**config.mk**
```make
export PLATFORM = sky130hd
export DESIGN_NAME = wb_master_bridge_flat
export DESIGN_NICKNAME = d
export VERILOG_FILES = /design/src/rtl/wb_master_bridge_if.sv /design/src/rtl/wb_master_bridge.sv /design/src/flat_wrapper.sv
export SDC_FILE = /design/constraint.sdc
export NUM_CORES = 1
export LEC_CHECK = 0
export ABC_AREA = 1
export BUFFER_PORTS_ARGS = -buffer_cell sky130_fd_sc_hd__buf_2
export CAP_MARGIN = 20
export CORE_MARGIN = 2
export CORE_UTILIZATION = 45
export CTS_CLUSTER_SIZE = 14
export DETAILED_ROUTE_END_ITERATION = 10
export PLACE_DENSITY_LB_ADDON = 0.08
export SLEW_MARGIN = 5
export SYNTH_ARGS = -nofsm -noshare
export SYNTH_HDL_FRONTEND = slang
export SYNTH_SLANG_ARGS = --single-unit
```
**constraint.sdc**
```tcl
create_clock -name wb_clk_i -period 5.4 [get_ports wb_clk_i]
set_input_delay 1.62 -clock wb_clk_i [delete_from_list [all_inputs] [get_ports wb_clk_i]]
set_output_delay 1.62 -clock wb_clk_i [all_outputs]
set_load 0.01 [all_outputs]
```
**src/rtl/wb_master_bridge_if.sv**
```systemverilog
// Command/response channels and Wishbone B4 classic initiator bus.
// master: the bridge side; slave: the command source and bus target side.
interface wb_master_bridge_if;
  logic        cmd_valid_i;
  logic        cmd_ready_o;
  logic        cmd_we_i;
  logic [31:0] cmd_adr_i;
  logic [31:0] cmd_dat_i;
  logic [3:0]  cmd_sel_i;
  logic        rsp_valid_o;
  logic        rsp_ready_i;
  logic [31:0] rsp_dat_o;
  logic        rsp_err_o;
  logic        wbm_cyc_o;
  logic        wbm_stb_o;
  logic        wbm_we_o;
  logic [3:0]  wbm_sel_o;
  logic [31:0] wbm_adr_o;
  logic [31:0] wbm_dat_o;
  logic        wbm_ack_i;
  logic [31:0] wbm_dat_i;

  modport master (
    input  cmd_valid_i, cmd_we_i, cmd_adr_i,
    input  cmd_dat_i, cmd_sel_i, rsp_ready_i,
    input  wbm_ack_i, wbm_dat_i,
    output cmd_ready_o, rsp_valid_o, rsp_dat_o,
    output rsp_err_o, wbm_cyc_o, wbm_stb_o,
    output wbm_we_o, wbm_sel_o, wbm_adr_o,
    output wbm_dat_o
  );

  modport slave (
    output cmd_valid_i, cmd_we_i, cmd_adr_i,
    output cmd_dat_i, cmd_sel_i, rsp_ready_i,
    output wbm_ack_i, wbm_dat_i,
    input  cmd_ready_o, rsp_valid_o, rsp_dat_o,
    input  rsp_err_o, wbm_cyc_o, wbm_stb_o,
    input  wbm_we_o, wbm_sel_o, wbm_adr_o,
    input  wbm_dat_o
  );
endinterface

```
**src/rtl/wb_master_bridge.sv**
```systemverilog
// Wishbone B4 classic initiator: one command in, one bus cycle, one response out.
// Define WB_MASTER_TIMEOUT_EN to build the stb timeout counter and error path.
module wb_master_bridge #(
  parameter int TIMEOUT_CYCLES = 255
) (
  input logic            wb_clk_i,
  input logic            wb_rst_i,
  wb_master_bridge_if.master wb
);

  typedef enum logic [1:0] {
    IDLE,
    BUS,
    RESP
  } state_t;

  state_t      state;
  state_t      state_d;
  logic        accept;
  logic        ack_hit;
  logic        tmo_hit;
  logic        tmo_fire;
  logic        cyc;
  logic        stb;
  logic        we;
  logic [31:0] adr;
  logic [31:0] dat;
  logic [3:0]  sel;
  logic [31:0] rdat;
  logic        err;

  if (TIMEOUT_CYCLES < 1 || TIMEOUT_CYCLES > 65535) begin : g_bad_tmo
    $error("TIMEOUT_CYCLES must be 1..65535");
  end

  // State register; reset returns to IDLE and drops any pending response.
  always_ff @(posedge wb_clk_i or posedge wb_rst_i) begin
    if (wb_rst_i) state <= IDLE;
    else          state <= state_d;
  end

  // Next state and one-cycle strobes; ack beats a timeout on the same edge.
  always_comb begin
    state_d  = state;
    accept   = 1'b0;
    ack_hit  = 1'b0;
    tmo_fire = 1'b0;
    unique case (state)
      IDLE: begin
        if (wb.cmd_valid_i) begin
          accept  = 1'b1;
          state_d = BUS;
        end
      end
      BUS: begin
        if (wb.wbm_ack_i) begin
          ack_hit = 1'b1;
          state_d = RESP;
        end else if (tmo_hit) begin
          tmo_fire = 1'b1;
          state_d  = RESP;
        end
      end
      RESP: begin
        if (wb.rsp_ready_i) state_d = IDLE;
      end
      default: state_d = IDLE;
    endcase
  end

  // Bus output registers and captured read data.
  always_ff @(posedge wb_clk_i or posedge wb_rst_i) begin
    if (wb_rst_i) begin
      cyc  <= 1'b0;
      stb  <= 1'b0;
      we   <= 1'b0;
      adr  <= '0;
      dat  <= '0;
      sel  <= '0;
      rdat <= '0;
    end else begin
      if (accept) begin
        cyc <= 1'b1;
        stb <= 1'b1;
        we  <= wb.cmd_we_i;
        adr <= wb.cmd_adr_i;
        dat <= wb.cmd_dat_i;
        sel <= wb.cmd_sel_i;
      end
      if (ack_hit || tmo_fire) begin
        cyc  <= 1'b0;
        stb  <= 1'b0;
        we   <= 1'b0;
        rdat <= (ack_hit && !we) ? wb.wbm_dat_i : '0;
      end
    end
  end

`ifdef WB_MASTER_TIMEOUT_EN
  localparam int CW = $clog2(TIMEOUT_CYCLES + 1);
  localparam logic [CW-1:0] TMAX = CW'(TIMEOUT_CYCLES - 1);

  logic [CW-1:0] cnt;

  assign tmo_hit = (cnt == TMAX);

  // Counts stb cycles without ack; stops at TMAX so it never wraps.
  always_ff @(posedge wb_clk_i or posedge wb_rst_i) begin
    if (wb_rst_i)
      cnt <= '0;
    else if (accept)
      cnt <= '0;
    else if (state == BUS && !wb.wbm_ack_i && !tmo_hit)
      cnt <= cnt + 1'b1;
  end

  // Error flag for the response being produced.
  always_ff @(posedge wb_clk_i or posedge wb_rst_i) begin
    if (wb_rst_i)                 err <= 1'b0;
    else if (ack_hit || tmo_fire) err <= tmo_fire;
  end
`else
  assign tmo_hit = 1'b0;
  assign err     = 1'b0;
`endif

  assign wb.cmd_ready_o = (state == IDLE) && !wb_rst_i;
  assign wb.rsp_valid_o = (state == RESP);
  assign wb.rsp_dat_o   = rdat;
  assign wb.rsp_err_o   = err;
  assign wb.wbm_cyc_o   = cyc;
  assign wb.wbm_stb_o   = stb;
  assign wb.wbm_we_o    = we;
  assign wb.wbm_sel_o   = sel;
  assign wb.wbm_adr_o   = adr;
  assign wb.wbm_dat_o   = dat;

endmodule

```
**src/flat_wrapper.sv**
```systemverilog
// flat-port wrapper written by rule: the top's interface ports become plain ports
module wb_master_bridge_flat 
#(
  parameter int TIMEOUT_CYCLES = 255
)
  (wb_clk_i, wb_rst_i, wb_cmd_valid_i, wb_cmd_we_i, wb_cmd_adr_i, wb_cmd_dat_i, wb_cmd_sel_i, wb_rsp_ready_i, wb_wbm_ack_i, wb_wbm_dat_i, wb_cmd_ready_o, wb_rsp_valid_o, wb_rsp_dat_o, wb_rsp_err_o, wb_wbm_cyc_o, wb_wbm_stb_o, wb_wbm_we_o, wb_wbm_sel_o, wb_wbm_adr_o, wb_wbm_dat_o);
  wb_master_bridge_if wb_i ();
  input logic wb_clk_i;
  input logic wb_rst_i;
  input wire logic [$bits(wb_i.cmd_valid_i)-1:0] wb_cmd_valid_i;
  input wire logic [$bits(wb_i.cmd_we_i)-1:0] wb_cmd_we_i;
  input wire logic [$bits(wb_i.cmd_adr_i)-1:0] wb_cmd_adr_i;
  input wire logic [$bits(wb_i.cmd_dat_i)-1:0] wb_cmd_dat_i;
  input wire logic [$bits(wb_i.cmd_sel_i)-1:0] wb_cmd_sel_i;
  input wire logic [$bits(wb_i.rsp_ready_i)-1:0] wb_rsp_ready_i;
  input wire logic [$bits(wb_i.wbm_ack_i)-1:0] wb_wbm_ack_i;
  input wire logic [$bits(wb_i.wbm_dat_i)-1:0] wb_wbm_dat_i;
  output wire logic [$bits(wb_i.cmd_ready_o)-1:0] wb_cmd_ready_o;
  output wire logic [$bits(wb_i.rsp_valid_o)-1:0] wb_rsp_valid_o;
  output wire logic [$bits(wb_i.rsp_dat_o)-1:0] wb_rsp_dat_o;
  output wire logic [$bits(wb_i.rsp_err_o)-1:0] wb_rsp_err_o;
  output wire logic [$bits(wb_i.wbm_cyc_o)-1:0] wb_wbm_cyc_o;
  output wire logic [$bits(wb_i.wbm_stb_o)-1:0] wb_wbm_stb_o;
  output wire logic [$bits(wb_i.wbm_we_o)-1:0] wb_wbm_we_o;
  output wire logic [$bits(wb_i.wbm_sel_o)-1:0] wb_wbm_sel_o;
  output wire logic [$bits(wb_i.wbm_adr_o)-1:0] wb_wbm_adr_o;
  output wire logic [$bits(wb_i.wbm_dat_o)-1:0] wb_wbm_dat_o;
  assign wb_i.cmd_valid_i = wb_cmd_valid_i;
  assign wb_i.cmd_we_i = wb_cmd_we_i;
  assign wb_i.cmd_adr_i = wb_cmd_adr_i;
  assign wb_i.cmd_dat_i = wb_cmd_dat_i;
  assign wb_i.cmd_sel_i = wb_cmd_sel_i;
  assign wb_i.rsp_ready_i = wb_rsp_ready_i;
  assign wb_i.wbm_ack_i = wb_wbm_ack_i;
  assign wb_i.wbm_dat_i = wb_wbm_dat_i;
  assign wb_cmd_ready_o = wb_i.cmd_ready_o;
  assign wb_rsp_valid_o = wb_i.rsp_valid_o;
  assign wb_rsp_dat_o = wb_i.rsp_dat_o;
  assign wb_rsp_err_o = wb_i.rsp_err_o;
  assign wb_wbm_cyc_o = wb_i.wbm_cyc_o;
  assign wb_wbm_stb_o = wb_i.wbm_stb_o;
  assign wb_wbm_we_o = wb_i.wbm_we_o;
  assign wb_wbm_sel_o = wb_i.wbm_sel_o;
  assign wb_wbm_adr_o = wb_i.wbm_adr_o;
  assign wb_wbm_dat_o = wb_i.wbm_dat_o;
  wb_master_bridge #(.TIMEOUT_CYCLES(TIMEOUT_CYCLES)) u_core (.wb_clk_i(wb_clk_i), .wb_rst_i(wb_rst_i), .wb(wb_i));
endmodule
```
==> impl_results.rst, run 1 <==
.. list-table::
   :header-rows: 1

   * - Metric
     - Value
   * - Maximum number of pins on one net before global-route repair
     - 77
   * - Maximum fanout count along the critical path
     - 2
   * - Fraction of the mapped netlist area in adder cells
     - 0
   * - Reg-to-reg slack, setup
     - about 3.2 ns
   * - Cell area after synthesis
     - roughly 0.0040 sq mm
   * - Setup TNS after final layout
     - 0 ns
   * - Count of nets left with antenna violations after detail routing
     - 0
   * - Initial DRC Count
     - approximately 240
   * - Hold-critical path depth
     - 2
   * - Crit path kind
     - input port to output pin
   * - Share of the synthesized area in the top cell type
     - 0.6436
   * - Compound-gate portion of the synthesized area
     - 0.002475
   * - Total global routing track utilization
     - 0.2219
   * - Design Power
     - ~3100 uW
   * - Die ar.
     - slightly below 0.01 sq mm
   * - Number of clock buffers inserted by TritonCTS
     - 9
   * - Total of flip-flops plus latches after synthesis
     - between 100 and 150
   * - Synth Net Count
     - 559
   * - Final clock period utilization by the worst path
     - 0.6788
   * - Clock-pin slew on the worst setup and hold paths
     - ~0.09 ns
   * - Fmax
     - 272.8 MHz
   * - Final Critical Period
     - ~3.7 ns
   * - Global-route wire length before repair
     - approximately 17 mm
   * - Least setup slack across all paths after layout
     - roughly 1.7 ns
   * - Post-placement worst setup slack
     - ~1.7 ns
   * - Transition time at the pin with the least slew margin
     - ~0.98 ns
   * - Endpoint of the worst hold path
     - u_core.wb.wbm_dat_o[16]
   * - Number of synthesis warnings
     - 0
   * - Post-synth top cells
     - sky130_fd_sc_hd__nand2_1 (272), sky130_fd_sc_hd__dfrtp_1 (104), sky130_fd_sc_hd__nand4_1 (32), sky130_fd_sc_hd__buf_2 (14), sky130_fd_sc_hd__clkbuf_1 (8)
   * - Critical hold path startpoint
     - u_core.wb.wbm_dat_o[16]
   * - Vias
     - between 3000 and 4000
   * - Reg-to-reg endpoint
     - u_core.wb.wbm_dat_o[25]
   * - R2r worst-path depth
     - 7
   * - Worst relative slew slack
     - 0.3459
   * - Final wirelength
     - 10.45 mm
   * - Routed vias/inst
     - approximately 4.7
   * - Total of max-cap violations
     - 0
   * - Ranking of synthesized cells by area
     - sky130_fd_sc_hd__dfrtp_1 (64%), sky130_fd_sc_hd__nand2_1 (25%), sky130_fd_sc_hd__nand4_1 (5.0%), sky130_fd_sc_hd__buf_2 (1.7%), sky130_fd_sc_hd__clkbuf_1 (0.74%)
   * - Sink Count
     - approximately 100
   * - Cts-stage hold buffer count
     - 0
   * - Data arrival at the endpoint of the critical path
     - approximately 2.1 ns
   * - Dominant cell type by area after synthesis
     - sky130_fd_sc_hd__dfrtp_1
   * - Nature of the critical path startpoint
     - input port
   * - Final worst clock skew
     - roughly 0.012 ns
   * - Worst hold slack after final layout
     - ~0.48 ns
   * - Portion of netlist area occupied by mux cells
     - 0
   * - Number of standard-cell rows in the floorplan
     - 34
   * - Setup repair after global routing missed its margin
     - false
   * - Endpoint kind of the worst setup timing path
     - output pin
   * - Worst-skew pair later-pin latency
     - roughly 0.35 ns
   * - Via count of the first global-routing pass
     - 3673
   * - Initial antenna violation count
     - 1
   * - Average wire per cell in the routed design
     - around 14 microns
   * - Dpl hpwl
     - between 7 and 8 mm
   * - Share of layout cells above drive strength 1
     - 0.3613
   * - Core area
     - between 0.008 and 0.009 sq mm
   * - Ports
     - about 210
   * - Most instantiated flip-flop cell in the synthesis netlist
     - sky130_fd_sc_hd__dfrtp_1
   * - Layout-stage area growth over the synthesis result
     - 32.05%
   * - Port bufs
     - between 200 and 250
   * - Total overflow reported by the global router
     - 0
   * - Dominant combinational cell family by area after synthesis
     - simple AND/OR/NAND/NOR gates
   * - Power per cell area
     - ~570 mW/mm^2
   * - Vertical die dimension
     - between 90 and 100 microns
   * - TritonCTS clock tree
     - done
   * - Status
     - complete, no violations
   * - Cells after DPL
     - 748
   * - Initial standard-cell utilization of the core
     - 0.4637
   * - Final #Nets
     - approximately 760
   * - Clock tree root buffer cell
     - sky130_fd_sc_hd__clkbuf_8
   * - Class of the tightest hold or removal check
     - register to register
   * - First-pass iteration count of the detailed router
     - 4
   * - Unique cell type count in the Yosys netlist
     - 17
   * - Number of max-slew violations in the final report
     - 0
   * - Post-synthesis share of cell area spent on xor and xnor gates
     - 0
   * - Simple-gate portion of the synthesized area
     - 0.3106
   * - Synthesized instance count
     - between 400 and 500
   * - Async set-reset flop share out of synthesis
     - 1.000
   * - Max VDD drop
     - roughly 0.22 mV
   * - Leakage power summed over all cells
     - 0.003216 uW
   * - Final RePlAce weighted congestion
     - between 0.8 and 0.9
   * - Setup-violating endpoint count in the final report
     - 0
   * - Average cell area after synthesis
     - slightly below 9 sq um
   * - Post CTS Setup Buffer Count
     - 0
   * - Number of flops mapped to enable cells by yosys
     - 0
   * - Non-filler instance count after layout
     - 765
   * - H-tree levels
     - 3
   * - Hold violation count in the final report
     - 0
   * - WP data required
     - roughly 3.8 ns
   * - Final routed DRC violation total
     - 0
   * - Floorplan die width
     - between 90 and 100 microns
   * - Most repeated cell in the gate-level netlist after synthesis
     - sky130_fd_sc_hd__nand2_1
   * - Buffers from clock root to sink, at most
     - 2
   * - Resize count post-CTS
     - 0
   * - Register area share after synthesis
     - 0.6436
   * - Worst reg2reg path startpoint
     - u_core.state[1]
==> flip-flops by register name, summed over array words and instances (netlist names) <==
name                 flops
u_core.wb.wbm_adr_o     32
u_core.wb.wbm_cyc_o      1
u_core.wb.wbm_dat_o     32
u_core.wb.wbm_sel_o      4
u_core.state             2
u_core.wb.rsp_dat_o     32
u_core.wb.wbm_we_o       1
==> kinds of logic (layout without fill, tap and decap cells) <==
group	after synthesis	in the layout
AOI/OAI and AO/OA	2	2
buffers and inverters	36	239
DFF	104	104
other	1	2
and+or+nand+nor	310	310
==> worst max-delay path, stage by stage <==
cell                     delay, ns
sky130_fd_sc_hd__buf_2        0.12
sky130_fd_sc_hd__nor3_1       0.13
sky130_fd_sc_hd__buf_2        0.17
==> area by class of cell <==
class	instances	area (sq um)
Clock buffer	11	141.4
Antenna cell	1	2.502
Timing Repair Buffer	216	1104
Sequential cell	104	2603
Tap cell	108	135.1
Clock inverter	5	56.30
Fill cell	817	3381
Inverter	7	28.78
Multi-Input combinational cell	313	1270
==> worst max-delay path by stage <==
stage,from,endpoint
after floorplan,wb_rst_i,u_core.state[0]
after global placement,wb_rst_i,wb_cmd_ready_o
after detailed placement,wb_rst_i,wb_cmd_ready_o
after CTS,wb_rst_i,wb_cmd_ready_o
after global routing,wb_rst_i,wb_cmd_ready_o
final,wb_rst_i,wb_cmd_ready_o
==> metrics by stage <==
step                      utilization  area [sq um]
final                          0.6123          5340
after global routing           0.6123          5340
after CTS                      0.6121          5338
after detailed placement       0.5894          5140
after global placement         0.5877          5125
after floorplan                     -          4044
==> power by group <==
group	total (uW)	internal [uW]	switching [uW]	leakage, uW
Combinational	1270	482	785	0.00182
Clock	484	227	257	0.0000993
Sequential	1320	1140	180	0.00130
Total	3070	1840	1220	0.00322
==> per-layer routing <==
metal | track usage | wire length [microns] | vias up
met2 | 0.3462 | 4781 | 143
li1 | - | - | 1805
met5 | 0 | 0 | -
met4 | 0.08641 | 204 | 0
met1 | 0.2965 | 4474 | 1669
met3 | 0.06241 | 988 | 14
==> cells in the final DEF (no fill, tap or decap), types with 2 or more instances in the layout <==
cell / instances
sky130_fd_sc_hd__clkinv_2: 2
sky130_fd_sc_hd__buf_2: 210
sky130_fd_sc_hd__nand2_1: 272
sky130_fd_sc_hd__inv_1: 3
sky130_fd_sc_hd__inv_2: 3
sky130_fd_sc_hd__nand3_1: 2
sky130_fd_sc_hd__o21ai_0: 2
sky130_fd_sc_hd__clkbuf_8: 10
sky130_fd_sc_hd__buf_4: 5
sky130_fd_sc_hd__nand4_1: 32
sky130_fd_sc_hd__dfrtp_1: 104
(Power assumes the default switching activity.)
==> run 2, diff against run 1 <==
CORE_UTILIZATION = 41   (was 45)
clock period = 3.1 ns   (was 5.4 ns; I/O delays follow)
==> run 2 against run 1 <==
Combinational power increased by 75%. Largest cell class unchanged. Sequential share of layout area is 0.46 points lower. Via count is 0.39% higher. Critical path depth stayed put. Largest power group unchanged. First-iteration DRC count fell by 54%. Sequential cell count unchanged.
==> impl_results.rst, run 2 (synthesized netlist as in run 1, its figures left out) <==
.. list-table::
   :header-rows: 1

   * - Metric
     - Value
   * - Status
     - complete, no violations
   * - Total global routing track utilization
     - 0.1926
   * - Clock-pin slew on the worst setup and hold paths
     - roughly 0.10 ns
   * - Slowest stage cell on the critical path
     - sky130_fd_sc_hd__buf_2
   * - Commonest cells after routing, fill and taps aside
     - sky130_fd_sc_hd__nand2_1 (272), sky130_fd_sc_hd__buf_2 (210), sky130_fd_sc_hd__dfrtp_1 (104)
   * - Hold-critical path depth
     - 2
   * - Worst reg2reg path startpoint
     - u_core.state[0]
   * - Via count of the first global-routing pass
     - approximately 3400
   * - Clock network fraction of design power
     - 0.160
   * - Clock tree root buffer cell
     - sky130_fd_sc_hd__clkbuf_8
   * - Ordered list of cells on the worst path
     - buf_2, nor3_1, buf_2
   * - Transition time at the pin with the least slew margin
     - 0.9898 ns
   * - Number of clock buffers inserted by TritonCTS
     - 9
   * - Total of max-cap violations
     - 0
   * - Final #Nets
     - about 760
   * - Routed vias/inst
     - between 4 and 5
   * - Floorplan die width
     - between 100 and 150 microns
   * - Final Critical Period
     - 2.316 ns
   * - Number of max-slew violations in the final report
     - 0
   * - Average wire per cell in the routed design
     - 13.40 microns
   * - Layout-stage area growth over the synthesis result
     - 33.32%
   * - Worst relative slew slack
     - 0.3394
   * - Vertical die dimension
     - just over 100 microns
   * - Die ar.
     - 0.01067 sq mm
   * - Switching power
     - around 2200 uW
   * - Internal power summed over all cells
     - ~3200 uW
   * - Total overflow reported by the global router
     - 0
   * - Final routed DRC violation total
     - 0
   * - Initial DRC Count
     - 109
   * - Initial antenna violation count
     - 0
   * - Number of standard-cell rows in the floorplan
     - 36
   * - Setup TNS after final layout
     - 0 ns
   * - Share of layout cells above drive strength 1
     - 0.3628
   * - Vias
     - 3645
   * - Data arrival at the endpoint of the critical path
     - roughly 1.4 ns
   * - First-pass iteration count of the detailed router
     - 4
   * - Resize count post-CTS
     - 0
   * - TritonCTS clock tree
     - done
   * - Cell family with the largest share of critical-path delay
     - buffers and inverters
   * - Seq pwr share
     - 0.427
   * - Final worst clock skew
     - between 0.009 and 0.01 ns
   * - Power per cell area
     - roughly 1000 mW/mm^2
   * - Nature of the critical path startpoint
     - input port
   * - Setup repair after global routing missed its margin
     - false
   * - Count of nets left with antenna violations after detail routing
     - 0
   * - Dpl hpwl
     - between 7 and 8 mm
   * - Final clock period utilization by the worst path
     - 0.7470
   * - Post CTS Setup Buffer Count
     - 0
   * - Ports
     - around 210
   * - Hold violation count in the final report
     - 0
   * - Port bufs
     - between 200 and 250
   * - Buffers from clock root to sink, at most
     - 2
   * - Critical hold path startpoint
     - u_core.wb.rsp_dat_o[17]
   * - WP data required
     - 2.17 ns
   * - H-tree levels
     - 3
   * - Reg-to-reg endpoint
     - u_core.wb.rsp_dat_o[12]
   * - Highest cell delay on the worst timing path
     - about 0.17 ns
   * - Maximum number of pins on one net before global-route repair
     - between 100 and 150
   * - Most common cell type on the critical path
     - sky130_fd_sc_hd__buf_2
   * - Least setup slack across all paths after layout
     - 0.7844 ns
   * - Setup-violating endpoint count in the final report
     - 0
   * - Maximum fanout count along the critical path
     - 2
   * - R2r worst-path depth
     - 5
   * - Endpoint of the worst hold path
     - u_core.wb.rsp_dat_o[17]
   * - Final wirelength
     - 10.57 mm
   * - Final RePlAce weighted congestion
     - 0.8306
   * - Reg-to-reg slack, setup
     - 1.43 ns
   * - Class of the tightest hold or removal check
     - register to register
   * - Worst-skew pair later-pin latency
     - approximately 0.36 ns
   * - Cts-stage hold buffer count
     - 0
   * - Post-placement worst setup slack
     - 0.7941 ns
   * - Initial standard-cell utilization of the core
     - 0.4176
   * - Sink Count
     - about 100
   * - Buffer and inverter count on the worst path
     - 2
   * - Fraction of power spent switching nets
     - 0.4040
   * - Logic pwr share
     - 0.413
   * - Number of diodes added for antenna fixing
     - 0
   * - Max VDD drop
     - a little over 0.4 mV
   * - Fmax
     - 431.9 MHz
   * - Global-route wire length before repair
     - around 16 mm
   * - Most common cell after layout, fill and taps aside
     - sky130_fd_sc_hd__nand2_1
   * - Crit path kind
     - input port to output pin
   * - Core area
     - roughly 0.0097 sq mm
   * - Endpoint kind of the worst setup timing path
     - output pin
   * - Fillers
     - between 900 and 1000
   * - Leakage power summed over all cells
     - between 0.003 and 0.004 uW
## run 2: cell count changes in the layout (fill, tap and decap cells not counted)
cell / before / now
sky130_fd_sc_hd__buf_8: 1 / 0
sky130_fd_sc_hd__buf_4: 5 / 4
sky130_fd_sc_hd__clkbuf_8: 10 / 9
sky130_fd_sc_hd__buf_12: 0 / 2
sky130_fd_sc_hd__diode_2: 1 / 0
sky130_fd_sc_hd__inv_8: 0 / 1
sky130_fd_sc_hd__inv_6: 0 / 2
sky130_fd_sc_hd__clkbuf_1: 1 / 0
sky130_fd_sc_hd__inv_4: 1 / 0
## run 2: tightest hold or removal path: cells and delay by family (launching register included)
kind | cells | cell delay [ns]
simple gates | 2 | 0.11
flops | 1 | 0.35
## run 2: stage by stage
stage | power [uW] | instances | instance area [sq um] | util | hold slack [ns]
after floorplan | 3600 | 453 | 4048 | - | 0.5154
after global placement | 4507 | 773 | 5190 | 0.5359 | 0.4568
after detailed placement | 4566 | 773 | 5190 | 0.5359 | 0.4595
after CTS | 5449 | 789 | 5391 | 0.5567 | 0.4873
after global routing | 5831 | 789 | 5391 | 0.5567 | 0.5105
final | 5371 | 789 | 5391 | 0.5567 | 0.4822
## run 2: area by class of cell
cell class,instances,area (sq um),share of cell area
clock buffers,9,123.9,0.02298
well taps,133,166.4,0.03087
flip-flops and latches,104,2603,0.4827
multi-input cells,313,1270,0.2356
inverters,7,30.03,0.005570
repair buffers,216,1121,0.2079
clock inverters,7,77.57,0.01439
## run 2: how the worst max path moves through the flow
stage	slack, ns	end	start	cells past startpoint
6_report	0.78	wb_cmd_ready_o	wb_rst_i	3
5_1_grt	0.72	wb_cmd_ready_o	wb_rst_i	3
4_1_cts	0.79	wb_cmd_ready_o	wb_rst_i	3
3_5_place_dp	0.79	wb_cmd_ready_o	wb_rst_i	3
3_3_place_gp	0.84	wb_cmd_ready_o	wb_rst_i	3
2_1_floorplan	0.92	u_core.state[0]	wb_rst_i	1
## run 2: power groups by stage
stage / clock (uW) / sequential [uW] / combinational, uW
6_report: 861 / 2290 / 2220
5_1_grt: 947 / 2370 / 2510
4_1_cts: 894 / 2300 / 2260
3_5_place_dp: 0 / 2310 / 2250
3_3_place_gp: 0 / 2300 / 2210
2_1_floorplan: 0 / 2620 / 985
## run 2: metal layers
layer | routed length (microns) | global-route usage
met1 | 4528 | 0.2489
met2 | 5090 | 0.3197
met3 | 802 | 0.04839
met4 | 151 | 0.06275
met5 | 0 | 0
==> run 3, diff against run 2 <==
CORE_UTILIZATION = 45   (was 41)
clock period = 2.2 ns   (was 3.1 ns; I/O delays follow)
==> run 3 against run 2 <==
Hold slack got worse by 0.073 ns. Power is 41% higher. Register-to-register slack worse by 0.50 ns. Sequential power grew 41%. Sequential cell count unchanged. Largest cell class unchanged.
==> impl_results.rst, run 3 (synthesized netlist as in run 1, its figures left out) <==
.. list-table::
   :header-rows: 1

   * - Metric
     - Value
   * - Cell family with the largest share of critical-path delay
     - flip-flops
   * - Number of standard-cell rows in the floorplan
     - 34
   * - Final routed DRC violation total
     - 0
   * - Buffers from clock root to sink, at most
     - 2
   * - Final #Nets
     - about 760
   * - Global-route wire length before repair
     - about 17 mm
   * - Crit path kind
     - register to output pin
   * - Port bufs
     - 210
   * - Maximum fanout count along the critical path
     - 4
   * - R2r worst-path depth
     - 4
   * - Via count of the first global-routing pass
     - between 3000 and 4000
   * - Cell count along the critical path
     - 2
   * - Ports
     - ~210
   * - Average wire per cell in the routed design
     - around 14 microns
   * - Die ar.
     - ~0.01 sq mm
   * - Placement Cell Area
     - approximately 0.0052 sq mm
   * - Max VDD drop
     - between 0.6 and 0.7 mV
   * - Buffer and inverter count on the worst path
     - 1
   * - Resize count post-CTS
     - 0
   * - Hold violation count in the final report
     - 0
   * - Class of the tightest hold or removal check
     - input port to async pin
   * - Final wirelength
     - 10.50 mm
   * - Worst setup path start
     - u_core.state[0]
   * - Setup TNS after final layout
     - 0 ns
   * - Core area
     - 0.008721 sq mm
   * - Endpoint kind of the worst setup timing path
     - output pin
   * - Cts-stage hold buffer count
     - 0
   * - TritonCTS clock tree
     - done
   * - Routed vias/inst
     - roughly 4.8
   * - Final Critical Period
     - approximately 1.8 ns
   * - Number of clock buffers inserted by TritonCTS
     - 9
   * - Dpl hpwl
     - 7.293 mm
   * - Slowest stage cell on the critical path
     - sky130_fd_sc_hd__dfrtp_1
   * - Nature of the critical path startpoint
     - register
   * - Ordered list of cells on the worst path
     - nor3_1, buf_2
   * - Initial standard-cell utilization of the core
     - 0.4637
   * - H-tree levels
     - 3
   * - Number of max-slew violations in the final report
     - 0
   * - Total of max-cap violations
     - 0
   * - Total overflow reported by the global router
     - 0
   * - Status
     - complete, no violations
   * - Most common cell after layout, fill and taps aside
     - sky130_fd_sc_hd__nand2_1
   * - Leakage power summed over all cells
     - ~0.0032 uW
   * - Highest cell delay on the worst timing path
     - roughly 0.44 ns
   * - Clock-pin slew on the worst setup and hold paths
     - 0.09 ns
   * - Total global routing track utilization
     - 0.2206
   * - Commonest cells after routing, fill and taps aside
     - sky130_fd_sc_hd__nand2_1 (272), sky130_fd_sc_hd__buf_2 (210), sky130_fd_sc_hd__dfrtp_1 (104)
   * - Initial antenna violation count
     - 0
   * - Final RePlAce weighted congestion
     - approximately 0.8
   * - Vias
     - between 3000 and 4000
   * - Share of layout cells above drive strength 1
     - 0.3656
   * - Floorplan die width
     - between 90 and 100 microns
   * - Power per cell area
     - 1403 mW/mm^2
   * - Number of diodes added for antenna fixing
     - 0
   * - Layout-stage area growth over the synthesis result
     - 33.60%
   * - Sink Count
     - between 100 and 150
   * - Worst-skew pair later-pin latency
     - roughly 0.36 ns
   * - First-pass iteration count of the detailed router
     - 4
   * - Worst reg2reg path startpoint
     - u_core.state[1]
   * - Fmax
     - ~550 MHz
   * - Maximum number of pins on one net before global-route repair
     - 58
   * - Clock tree root buffer cell
     - sky130_fd_sc_hd__clkbuf_8
   * - Fillers
     - between 800 and 900
   * - Count of nets left with antenna violations after detail routing
     - 0
   * - Initial DRC Count
     - roughly 140
   * - Final worst clock skew
     - 0.01286 ns
   * - Data arrival at the endpoint of the critical path
     - between 1 and 1.5 ns
   * - Vertical die dimension
     - ~100 microns
   * - Post CTS Setup Buffer Count
     - 0
   * - Setup repair after global routing missed its margin
     - false
   * - Post-route cell area
     - ~0.0054 sq mm
   * - Setup-violating endpoint count in the final report
     - 0
   * - Final clock period utilization by the worst path
     - 0.8232
   * - WP data required
     - ~1.5 ns
## run 3: report_power, final
group          internal (uW)  total [uW]  switching (uW)  leakage (uW)
clock network            561        1190             629     0.0000928
registers               2790        3240             454       0.00130
logic                   1210        3150            1930       0.00185
total                   4560        7580            3020       0.00324
## run 3: area by class of cell
type,instances,area (sq um),share of cell area
Sequential cell,104,2603,0.4817
Multi-Input combinational cell,313,1270,0.2351
Timing Repair Buffer,222,1166,0.2158
Clock buffer,12,145.1,0.02686
Tap cell,108,135.1,0.02501
Clock inverter,4,53.80,0.009958
Inverter,7,30.03,0.005558
## run 3: through the flow
step	std cells	utilization	hold WS [ns]	setup slack, ns	power (uW)
floorplan	453	-	0.5154	0.2944	5073
global placement	754	0.5967	0.4565	0.4795	6375
detailed placement	754	0.5967	0.4591	0.4538	6457
CTS	770	0.6195	0.4026	0.3684	7669
global route	770	0.6195	0.4006	0.3077	8239
finish	770	0.6195	0.4090	0.3890	7578
## run 3: worst min-delay path: stages
cell	delay (ns)
sky130_fd_sc_hd__buf_2	0.12
sky130_fd_sc_hd__clkinvlp_4	0.11
sky130_fd_sc_hd__buf_12	0.25
## run 3: worst paths after layout
kind	slack, ns	end
setup / recovery	0.39	wb_cmd_ready_o
hold / removal	0.41	u_core.wb.rsp_dat_o[30]
setup reg to reg	0.93	u_core.state[0]
hold reg to reg	0.48	u_core.wb.wbm_dat_o[3]
max in group asynchronous	1.51	u_core.wb.wbm_adr_o[6]
min in group wb_clk_i	0.48	u_core.wb.wbm_dat_o[3]
## run 3: per-layer routing
layer,GRT usage,share of wire,up-vias
met5,0,0,-
met3,0.06596,0.090,20
met1,0.2910,0.42,1676
met4,0.08430,0.025,0
li1,-,-,1817
met2,0.3462,0.46,150
